--- config.mk ---
export PLATFORM = sky130hd
export DESIGN_NAME = muon_decay_interval_timer
export DESIGN_NICKNAME = d
export VERILOG_FILES = /design/src/rtl/muon_decay_interval_timer.sv
export SDC_FILE = /design/constraint.sdc
export NUM_CORES = 1
export LEC_CHECK = 0
export BUFFER_PORTS_ARGS = -buffer_cell sky130_fd_sc_hd__buf_2
export CORE_MARGIN = 4
export CORE_UTILIZATION = 45
export CTS_CLUSTER_SIZE = 25
export DETAILED_ROUTE_END_ITERATION = 10
export PLACE_DENSITY = 0.74
export SLEW_MARGIN = 20
export SYNTH_ARGS = -nofsm -noshare
export SYNTH_HDL_FRONTEND = slang
export SYNTH_SLANG_ARGS = --single-unit
--- constraint.sdc ---
create_clock -name clk -period 6.2 [get_ports clk]
set_input_delay 0 -clock clk [delete_from_list [all_inputs] [get_ports clk]]
set_output_delay 0 -clock clk [all_outputs]
set_load 0.005 [all_outputs]
--- src/rtl/muon_decay_interval_timer.sv ---
// Muon decay interval timer.
// Counts clock cycles from a start hit to a qualifying stop hit and hands the
// captured interval to readout over valid/ready. Windows that reach
// MAX_CYCLES without a stop are reported as timeouts.
module muon_decay_interval_timer #(
  parameter int WIDTH      = 32,
  parameter int MAX_CYCLES = 5_000_000,
  parameter int MIN_CYCLES = 10
) (
  input  logic             clk,
  input  logic             rst_n,
  input  logic             hit_A,
  input  logic             hit_B,
  input  logic             enable,
  output logic [WIDTH-1:0] interval,
  output logic             interval_valid,
  input  logic             interval_ready,
  output logic             timeout_pulse,
  output logic [15:0]      timeout_count,
  output logic [15:0]      event_count,
  output logic             busy
);

  localparam logic [WIDTH-1:0] MAX_C = WIDTH'(MAX_CYCLES);
  localparam logic [WIDTH-1:0] MIN_C = WIDTH'(MIN_CYCLES);

  typedef enum logic [1:0] {
    S_IDLE,
    S_RUN,
    S_HOLD
  } state_t;

  state_t           r_state;
  state_t           w_state_nxt;
  logic [WIDTH-1:0] r_count;
  logic [WIDTH-1:0] w_count_nxt;
  logic             w_capture;
  logic             w_timeout;
  logic             w_release;

  logic r_a_meta, r_a_sync, r_a_dly;
  logic r_b_meta, r_b_sync, r_b_dly;
  logic w_hit_edge;

  logic [WIDTH-1:0] r_interval;
  logic             r_interval_valid;
  logic             r_timeout_pulse;
  logic [15:0]      r_timeout_count;
  logic [15:0]      r_event_count;

  // Two-flop synchronizers plus a delay flop per detector for edge detection.
  always_ff @(posedge clk or negedge rst_n) begin
    if (!rst_n) begin
      r_a_meta <= 1'b0;
      r_a_sync <= 1'b0;
      r_a_dly  <= 1'b0;
      r_b_meta <= 1'b0;
      r_b_sync <= 1'b0;
      r_b_dly  <= 1'b0;
    end else begin
      // NOTE: non-blocking assignments make every flop sample its pre-edge
      // input, so the chain really is three stages deep.
      r_a_meta <= hit_A;
      r_a_sync <= r_a_meta;
      r_a_dly  <= r_a_sync;
      r_b_meta <= hit_B;
      r_b_sync <= r_b_meta;
      r_b_dly  <= r_b_sync;
    end
  end

  // Coincident A and B edges collapse into a single edge.
  assign w_hit_edge = (r_a_sync & ~r_a_dly) | (r_b_sync & ~r_b_dly);

  // State and interval counter register.
  always_ff @(posedge clk or negedge rst_n) begin
    if (!rst_n) begin
      r_state <= S_IDLE;
      r_count <= '0;
    end else begin
      r_state <= w_state_nxt;
      r_count <= w_count_nxt;
    end
  end

  // Next-state logic; in RUN, abort beats capture, which beats timeout.
  always_comb begin
    // NOTE: every output of this block gets a default first, so no branch
    // can leave one unassigned and infer a latch.
    w_state_nxt = r_state;
    w_count_nxt = r_count;
    w_capture   = 1'b0;
    w_timeout   = 1'b0;
    w_release   = 1'b0;
    case (r_state)
      S_IDLE: begin
        if (enable && w_hit_edge) begin
          w_state_nxt = S_RUN;
          w_count_nxt = WIDTH'(1);
        end
      end
      S_RUN: begin
        if (!enable) begin
          w_state_nxt = S_IDLE;
          w_count_nxt = '0;
        end else if (w_hit_edge && (r_count >= MIN_C)) begin
          w_capture   = 1'b1;
          w_state_nxt = S_HOLD;
          w_count_nxt = '0;
        end else if (r_count == MAX_C) begin
          w_timeout   = 1'b1;
          w_state_nxt = S_IDLE;
          w_count_nxt = '0;
        end else begin
          w_count_nxt = r_count + WIDTH'(1);
        end
      end
      S_HOLD: begin
        if (r_interval_valid && interval_ready) begin
          w_release   = 1'b1;
          w_state_nxt = S_IDLE;
        end
      end
      default: begin
        w_state_nxt = S_IDLE;
        w_count_nxt = '0;
      end
    endcase
  end

  // Result register, handshake flag, timeout strobe and saturating tallies.
  always_ff @(posedge clk or negedge rst_n) begin
    if (!rst_n) begin
      r_interval       <= '0;
      r_interval_valid <= 1'b0;
      r_timeout_pulse  <= 1'b0;
      r_timeout_count  <= '0;
      r_event_count    <= '0;
    end else begin
      r_timeout_pulse <= w_timeout;
      if (w_capture) begin
        r_interval       <= r_count;
        r_interval_valid <= 1'b1;
        if (r_event_count != 16'hFFFF) r_event_count <= r_event_count + 16'd1;
      end else if (w_release) begin
        r_interval_valid <= 1'b0;
      end
      if (w_timeout && (r_timeout_count != 16'hFFFF)) begin
        r_timeout_count <= r_timeout_count + 16'd1;
      end
    end
  end

  assign interval       = r_interval;
  assign interval_valid = r_interval_valid;
  assign timeout_pulse  = r_timeout_pulse;
  assign timeout_count  = r_timeout_count;
  assign event_count    = r_event_count;
  assign busy           = (r_state != S_IDLE);

endmodule

## Word-level counts from Yosys, hierarchy flattened

Index checks and enable logic that the tools add are counted.

| cells by class | value |
|---|---|
| add/sub/neg operators | 3 |
| $lt $le $gt $ge | 1 |
| equal/unequal tests | 8 |
| muxes and demuxes | 22 |
| bitwise gates (word level) | 6 |
| reductions and logical operators | 10 |

Operator list:

| cell | number |
|---|---|
| 32-bit 2-to-1 mux | 4 |
| 32-bit one-hot mux with 3 select lines | 1 |
| 16-bit by 1-bit adder with 16-bit output (second input constant) | 2 |
| 32-bit by 1-bit adder with 32-bit output (second input constant) | 1 |
| 32-bit by 23-bit equality test with 1-bit output (second input constant) | 1 |
| 32-bit by 4-bit greater-or-equal comparator with 1-bit output (second input constant) | 1 |
| 16-bit != test (second input constant) | 2 |
| 1-bit 2-to-1 mux | 11 |
| 2-bit 2-to-1 mux | 5 |
| 2-bit one-hot mux with 3 select lines | 1 |
| 1-bit logical AND | 4 |
| 2-bit != test (second input constant) | 2 |
| 4-bit != test (second input constant) | 1 |
| 2-bit AND reduction | 2 |
| 2-bit nonzero test | 2 |
| 1-bit NOT | 3 |
| 3-bit AND reduction | 1 |
| 1-bit bitwise AND | 2 |
| 2-bit by 1-bit equality test with 1-bit output (second input constant) | 1 |
| 2-bit equality test (second input constant) | 1 |
| 2-bit zero test | 1 |
| 1-bit OR | 1 |

| word-level totals | value |
|---|---|
| register bits | 106 |
| input bits | 6 |
| output and inout bits | 67 |
| word-level logic and storage cells | 63 |

## Longest topological paths before layout

Gate-level depths: netlist of the first run.

| depth | value |
|---|---|
| depth in word-level cells | 8 |
| depth in mapped cells | 10 |
| mapped depth without buffers | 8 |

## Least setup slack after synthesis of the first run

No wires, ideal clock.

| timing | value |
|---|---|
| kind | reg2reg |
| start | reg r_count[0] |
| end | reg r_event_count[15], in the netlist event_count[15] |
| library setup time | 79 ps |
| arrival time | 2130 ps |
| required time | 6121 ps |
| path slack | 3990 ps |
| cell stages (with the launch flop) | 11 |
| path buffers | 2 |
| period minus slack after synthesis | 2210 ps |
| cell sequence | dfrtp_1 inv_1 ha_1 o31ai_1 and3_1 a31o_1 clkbuf_1 or4_1 buf_2 nor3_2 xor2_1 |

| on the way | value |
|---|---|
| word-level cells in the longest chain between the ends | 6 |

RTL lines:

| what | line | source |
|---|---|---|
| start: declaration | 35 | `logic [WIDTH-1:0] r_count;` |
| start signal: assignment | 82 | `r_count <= w_count_nxt;` |
| 32-bit by 4-bit greater-or-equal comparator with 1-bit output | 106 | `end else if (w_hit_edge && (r_count >= MIN_C)) begin` |
| 1-bit logical AND | 106 |  |
| 1-bit 2-to-1 mux | 106 |  |
| 1-bit 2-to-1 mux | 103 | `if (!enable) begin` |
| 1-bit 2-to-1 mux | 95 | `case (r_state)` |
| 2-bit AND reduction (no line) | - |  |
| end signal: assignment | 144 | `if (r_event_count != 16'hFFFF) r_event_count <= r_event_count + 16'd1;` |
| end: declaration | 49 | `logic [15:0] r_event_count;` |

No other way between the ends.
A chain may end at the register's enable or synchronous reset.

## Worst setup path after layout of the first run

| timing | value |
|---|---|
| start | reg r_count[12] |
| end | reg r_event_count[13], in the netlist event_count[13] |

The elaborated chain is that of the path after synthesis.

==> results of run 1 <==
==> worst min-delay path by stage <==
| stage | endpoint | from | slack (ns) | depth (start not counted) |
|---|---|---|---|---|
| floorplan | event_count[0] | rst_n | -0.30 | 0 |
| global placement | interval[22] | rst_n | -0.002 | 1 |
| detailed placement | interval[22] | rst_n | 0.02 | 1 |
| CTS | interval[22] | rst_n | 0.16 | 2 |
| global route | interval[22] | rst_n | 0.18 | 2 |
| finish | interval[22] | rst_n | 0.14 | 2 |
==> power by group through the flow <==
stage / sequential (W) / clock [W] / combinational [W]
after global placement: 0.000729 / 0 / 0.0000734
after global routing: 0.000718 / 0.000444 / 0.0000873
after CTS: 0.000716 / 0.000422 / 0.0000777
after floorplan: 0.000724 / 0 / 0.0000441
final: 0.000716 / 0.000407 / 0.0000769
after detailed placement: 0.000729 / 0 / 0.0000752
==> cell type report <==
class / count / area (um2)
fill: 952 / 4850
sequential: 106 / 2650
multi-input combinational: 303 / 2060
timing repair buffer: 79 / 425
tap: 136 / 170
clock buffer: 11 / 131
clock inverter: 4 / 53.8
inverter: 8 / 30.0
==> logic make-up after synthesis <==
group | after synthesis
fa+ha+maj | 5
compound gates | 35
mux | 34
xor+xnor | 51
flops | 106
simple gates | 178
buf+inv | 27
==> state kept, by name (all words and copies together) (netlist names) <==
signal / count
r_a_dly: 1
r_b_sync: 1
r_count: 32
timeout_pulse: 1
r_state: 2
r_b_meta: 1
event_count: 16
interval_valid: 1
interval: 32
r_b_dly: 1
r_a_sync: 1
timeout_count: 16
r_a_meta: 1
==> metrics by stage <==
step | util [%] | hold WS, ns | cell area, um2
after floorplan | - | -0.296 | 4830
after global placement | 51.1 | -0.00163 | 5300
after detailed placement | 51.1 | 0.0170 | 5300
after CTS | 53.3 | 0.157 | 5520
after global routing | 53.3 | 0.181 | 5520
final | 53.3 | 0.142 | 5520
==> synthesized netlist by cell type, types with 2 or more instances <==
| cell | n |
|---|---|
| clkbuf_2 | 2 |
| nor2_1 | 36 |
| clkbuf_1 | 10 |
| nor4_1 | 10 |
| o31ai_1 | 3 |
| nand2_1 | 41 |
| xnor2_1 | 24 |
| mux2i_1 | 2 |
| nand4_1 | 25 |
| buf_2 | 7 |
| a21oi_1 | 5 |
| xor2_1 | 27 |
| and4_1 | 8 |
| and2_1 | 3 |
| nand3_1 | 16 |
| dfrtp_1 | 106 |
| or2_2 | 5 |
| and3_1 | 13 |
| ha_1 | 5 |
| inv_1 | 8 |
| and4b_1 | 2 |
| nor3_1 | 5 |
| nor2b_1 | 7 |
| mux2_2 | 32 |
| o21ai_0 | 13 |
| o21ai_1 | 2 |
==> worst reg2reg max path: stages (launching register included) <==
cell	delay, ns
dfrtp_1	0.44
nor4_1	0.55
and4_1	0.28
a31o_1	0.75
buf_4	0.41
or4_1	0.31
nor2_1	0.10
xor2_1	0.15
==> per-layer routing <==
layer | part of all wire (%) | up-vias | GRT usage [%]
met4 | 1.1 | 0 | 4.62
met2 | 48 | 78 | 26.3
met5 | 0 | - | 0
li1 | - | 1672 | -
met1 | 47 | 1760 | 23.8
met3 | 4.2 | 11 | 3.48
==> repair_timing <==
item	in CTS	in global routing
gates resized for setup	0	0
hold buffers	4	0
endpoints found under the hold margin	44	0
endpoints found under the setup margin	0	0
==> summary.txt, run 1 <==
Worst setup path
  – CP Buf/Inv Count: 1
  – CP Capture Type: flop
  – CP Launch Type: flop
  – Slowest CP cell: a31o_1
  – Delay-heaviest family, CP: simple AND/OR/NAND/NOR gates
  – CP Cell Sequence: nor4_1, and4_1, a31o_1, buf_4, or4_1, nor2_1, xor2_1
  – Critical path peak fanout: 22
  – Worst r2r dst: event_count[13]
  – Setup crit end: event_count[13]
  – Crit path launch: r_count[12]
  – Levels on crit path: 7
  – Setup CP Type: flop to flop
  – WP data required: 6.45 ns
  – Reg2reg path depth: 7
  – Critical Path AT: 3.34 ns
  – CP peak stage delay: 0.75 ns
  – FF-to-FF Start: r_count[12]
  – Worst R2R Setup Slack: 3.11 ns

Finish
  – Commonest cells after routing, fill and taps aside: dfrtp_1, buf_2, nand2_1
  – Final Non-Filler Cells: 647
  – Area delta synth->final: 14.5%
  – N_diodes: 0
  – Layout Nets: 518
  – Commonest non-fill, non-tap cell in the layout: dfrtp_1
  – Ratio of cells with drive above 1 in the final layout: 25.0%

Yosys
  – Syn Inst Count: 436
  – Post-synthesis mux area share: 7.88%
  – Largest family of logic cells by synthesized area: simple AND/OR/NAND/NOR gates
  – Top cell type's share of synthesized area: 55.0%
  – Seq/Total Area, Yosys: 55.0%
  – Synth warn: 0
  – Syn_nets: 447
  – Synth top area cells: dfrtp_1, mux2_2, xor2_1
  – Compound-Gate Fraction of Synth Area: 4.87%
  – Post-Synth XOR/XNOR Area: 9.26%
  – Adder-cell area share of the yosys netlist: 1.30%
  – Post-synth EDFFs: 0
  – Syn_area_per_cell: 11.1 um2
  – Synth area leader: dfrtp_1
  – Post-synthesis simple-gate area fraction: 19.4%
  – Asr flop ratio synth: 100%
  – Synth Flop Type: dfrtp_1
  – FF+latch count, synth: 106
  – Post-Syn Area: 4830 um2
  – Yosys cell types: 45

Drt
  – Via-to-Cell Ratio: 5.44
  – Wirelength, routed: 10,100 um
  – Post-route DRC violation count: 0
  – Vias post-DR: 3,521
  – First DRT Iteration DRCs: 305
  – Wire per inst: 15.6 um
  – Initial DRT Pass Iterations: 4
  – Post-route ant nets: 0

Die
  – Core box area: 10,400 um2
  – Initial Utilization: 46.5%
  – Die W: 112 um
  – I/O pin cnt: 73
  – Die Y: 112 um
  – Site Rows: 37
  – Die area: 12,400 um2

Timing
  – Clock Skew: 0.00893 ns
  – Final TNS setup: 0 ns
  – RSZ-0062 raised after global routing: no
  – Slew margin rel.: 34.4%
  – Worst-Margin Slew: 0.978 ns
  – Fin. Hold Viols: 0
  – Final Setup Violations: 0
  – F_max: 324 MHz
  – Tmin final: 3.09 ns
  – Crit share post-route: 49.8%
  – Final slew viol count: 0
  – Final worst slack: 3.11 ns

Clock network
  – Inserted Clock Buffers: 9
  – H-tree Lvls: 3
  – Root buf cell: clkbuf_8
  – CTS tree: built
  – Worst skew pair latency: 0.36 ns
  – Setup bufs post-CTS: 0
  – Max clock buf depth: 2
  – # clock sinks: 106
  – Clock transition at the registers of the reported paths: 0.10 ns

Pwr
  – Net Sw Frac: 24.0%
  – Cell Pwr Density: 217 nW/um2
  – Flop pwr share: 59.6%
  – Internal power: 0.000912 W
  – Clock Power Share: 33.9%
  – Worst vdd ir: 104 uV
  – Combinational Power Share: 6.4%
  – Switching pwr: 0.000288 W
  – P_leak: 2.81 nW
  – Overall power: 0.00120 W

Placement
  – Dpl ws: 3.07 ns
  – Detail Placement HPWL: 7210 um
  – # port buffers: 72
  – Final GP Congestion: 0.850
  – Inst Count DP: 628

GRT
  – Vias in the first global route: 3,465
  – Initial antenna violation count: 0
  – Overall Global Routing Usage: 16.8%
  – Pin count of the biggest net entering global routing: 67
  – First-pass GRT wire length: 17,300 um
  – Total gr overflow: 0

Hold path
  – Tightest Hold Check Type: input port to async pin

Flow run
  – Maximum capacitance violations: 0

Status
  – Outcome: finished, final reports clean
Power figures use the tool's default switching activity.
==> run 2, diff against run 1 <==
Settings changed: ABC_AREA set to 1, PLACE_DENSITY 0.74 to 0.76.
Clock period 6.2 ns to 2.5 ns, I/O delays scaled along.
==> run 2 against run 1 <==
Net effect:
- cell area up 24%
- hold slack lost 0.10 ns
- clock power increased to 3.6 times the previous value
- cell count rose by 64%
- worst setup slack got worse by 2.7 ns
- fmax is 46% higher
- total power grew to 3.5 times the previous value
- register-to-register slack worse by 2.7 ns
- flip-flop and latch count unchanged
- clock skew is 0.0015 ns higher
==> summary.txt, run 2 <==
Timing
  – Clock Skew: 0.0104 ns (+0.00145 ns)
  – Crit share post-route: 84.7% (+35 points)
  – Slew margin rel.: 64.7% (+30 points)
  – Fin. Hold Viols: 0 (unchanged)
  – F_max: 472 MHz (+46%)
  – Final Setup Violations: 0 (unchanged)
  – Worst-Margin Slew: 0.529 ns (-0.448 ns)
  – Tmin final: 2.12 ns (-0.968 ns)
  – Final slew viol count: 0 (unchanged)
  – Final TNS setup: 0 ns (unchanged)
  – RSZ-0062 raised after global routing: no

Finish
  – Area delta synth->final: 14.1%
  – Commonest cells after routing, fill and taps aside: nand2_1, nor2_1, dfrtp_1
  – Layout Nets: 893 (+72%)
  – N_diodes: 0 (unchanged)
  – Fillers: 1,273 (+34%)
  – Ratio of cells with drive above 1 in the final layout: 16.0% (-9.0 points)
  – Commonest non-fill, non-tap cell in the layout: nand2_1
  – Finished Cell Area: 6880 um2 (+24%)
  – Final Non-Filler Cells: 1,061 (+64%)

Clock network
  – Worst skew pair latency: 0.36 ns (about the same)
  – CTS tree: built
  – Clock transition at the registers of the reported paths: 0.07 ns (-0.03 ns)
  – # hold bufs at CTS: 4 (unchanged)
  – Max clock buf depth: 2 (unchanged)
  – Root buf cell: clkbuf_16
  – Inserted Clock Buffers: 9 (unchanged)
  – # clock sinks: 106 (unchanged)
  – H-tree Lvls: 3 (unchanged)
  – Setup bufs post-CTS: 0 (unchanged)
  – Post-CTS Resized: 0 (unchanged)

Yosys
  – Syn_area_per_cell: 7.47 um2 (-32%)
  – Post-Syn Area: 6020 um2 (+25%)
  – Synth area leader: dfrtp_1
  – Post-synthesis simple-gate area fraction: 36.2% (+17 points)
  – Synth warn: 0 (unchanged)
  – Largest family of logic cells by synthesized area: simple AND/OR/NAND/NOR gates
  – Post-Synth XOR/XNOR Area: 4.07% (-5.2 points)
  – Most frequent cell after synthesis: nand2_1
  – Syn_nets: 817 (+83%)
  – Syn Inst Count: 806 (+85%)
  – Synth top area cells: dfrtp_1, nand2_1, nor2_1
  – Asr flop ratio synth: 100% (unchanged)
  – Post-synthesis mux area share: 0% (-7.9 points)
  – Adder-cell area share of the yosys netlist: 1.04% (-0.26 points)
  – Synth Flop Type: dfrtp_1
  – Post-synth EDFFs: 0 (unchanged)
  – Compound-Gate Fraction of Synth Area: 6.83% (+2.0 points)
  – FF+latch count, synth: 106 (unchanged)
  – Top cell type's share of synthesized area: 44.0% (-11 points)
  – Yosys cell types: 37 (-18%)
  – Synth top cells by count: nand2_1, nor2_1, dfrtp_1, inv_1, nand3_1
  – Seq/Total Area, Yosys: 44.0% (-11 points)

Worst setup path
  – Setup CP Type: flop to flop
  – Worst r2r dst: timeout_count[12]
  – Critical path peak fanout: 11 (-50%)
  – Critical Path AT: 2.37 ns (-0.97 ns)
  – WP data required: 2.75 ns (-3.70 ns)
  – Reg2reg path depth: 10 (+3)
  – CP Capture Type: flop
  – FF-to-FF Start: r_count[0]
  – Worst R2R Setup Slack: 0.38 ns (-2.73 ns)
  – CP Launch Type: flop

Pwr
  – P_leak: 3.19 nW (+13%)
  – Cell Pwr Density: 614 nW/um2 (+180%)
  – Worst vdd ir: 440 uV (+320%)

Flow run
  – Maximum capacitance violations: 0 (unchanged)

Drt
  – Initial DRT Pass Iterations: 5 (+1)
  – Via-to-Cell Ratio: 5.10 (-6.4%)
  – Vias post-DR: 5,406 (+54%)
  – Wirelength, routed: 14,800 um (+47%)
  – Post-route DRC violation count: 0 (unchanged)
  – First DRT Iteration DRCs: 317 (+3.9%)
  – Post-route ant nets: 0 (unchanged)
  – Wire per inst: 14.0 um (-10%)

GRT
  – Vias in the first global route: 5,163 (+49%)
  – Pin count of the biggest net entering global routing: 64 (-4.5%)
  – Overall Global Routing Usage: 20.4% (+3.6 points)
  – First-pass GRT wire length: 24,800 um (+43%)
  – Initial antenna violation count: 0 (unchanged)
  – Total gr overflow: 0 (unchanged)

Placement
  – Final GP Congestion: 0.986 (+16%)
  – DP Area: 6540 um2 (+23%)
  – Inst Count DP: 1,043 (+66%)
  – Detail Placement HPWL: 10,900 um (+52%)
  – # port buffers: 72 (unchanged)

Die
  – Die area: 15,300 um2 (+23%)
  – I/O pin cnt: 73 (unchanged)
  – Core box area: 13,200 um2 (+27%)
  – Site Rows: 42 (+14%)
  – Die Y: 124 um (+11%)
  – Initial Utilization: 45.7% (-0.86 points)
  – Die W: 124 um (+11%)

Status
  – Outcome: finished, final reports clean

Hold path
  – Tightest Hold Check Type: input port to async pin
## run 2: changes by cell type after synthesis, moves of 32 or more
cell,delta
o21ai_0,+32
nand2_1,+186
nor2_1,+82
nand3_1,+38
mux2_2,-32
inv_1,+70
## run 2: final cells by class
class                      count  area [um2]  area share [%]
clock buffer                  12         256            3.73
clock inverter                 2        37.5           0.546
inverter                      87         332            4.82
multi-input combinational    594        2900            42.2
sequential                   106        2650            38.6
tap                          176         220            3.20
timing repair buffer          84         475            6.91
## run 2: report_power, final
group,internal (W),switching [W]
sequential,0.00186,0.000121
clock,0.000821,0.000631
combinational,0.000291,0.000496
## run 2: logic make-up (layout without fill, tap and decap cells)
| group | count (synthesis) | count (layout) |
|---|---|---|
| AO/OA/AOI/OAI | 73 | 73 |
| XOR/XNOR | 28 | 28 |
| adder cells (fa/ha/maj) | 5 | 5 |
| buffers and inverters | 106 | 185 |
| flip-flops | 106 | 106 |
| AND/OR/NAND/NOR | 488 | 488 |
## run 2: layer usage
metal  share of wire (%)  up-vias  global-route usage, %
li1                    -     2722                      -
met1                  46     2510                   27.6
met2                  47      155                   33.1
met3                 5.7       19                   3.45
met4                 1.6        0                   7.06
met5                   0        -                      0
## run 2: worst max path at each step
stage / from / to / slack [ns] / depth (start not counted)
after floorplan: event_count[0] / event_count[3] / 0.80 / 11
after global placement: r_count[0] / timeout_count[12] / 0.46 / 10
after detailed placement: r_count[0] / timeout_count[12] / 0.43 / 10
after CTS: r_count[0] / interval[21] / 0.41 / 10
after global routing: r_count[0] / timeout_count[12] / 0.15 / 11
final: r_count[0] / timeout_count[12] / 0.38 / 10
## run 2: worst max-delay path: stages, from the launching register on
cell,delay [ns]
dfrtp_1,0.41
inv_1,0.14
ha_1,0.21
nand2_1,0.07
nor2_1,0.08
nand2_1,0.06
nor2_1,0.23
nand3_1,0.13
nor2_2,0.39
nand2_1,0.12
xor2_1,0.16
## run 2: stage by stage
stage / total power, W / setup slack, ns / utilization (%) / hold WS, ns
detailed placement: 0.00280 / 0.427 / 49.6 / -0.116
finish: 0.00422 / 0.382 / 52.1 / 0.0428
global placement: 0.00278 / 0.455 / 49.6 / -0.118
CTS: 0.00426 / 0.406 / 52.1 / 0.0476
global route: 0.00444 / 0.150 / 52.1 / 0.0584
floorplan: 0.00245 / 0.801 / - / -0.296
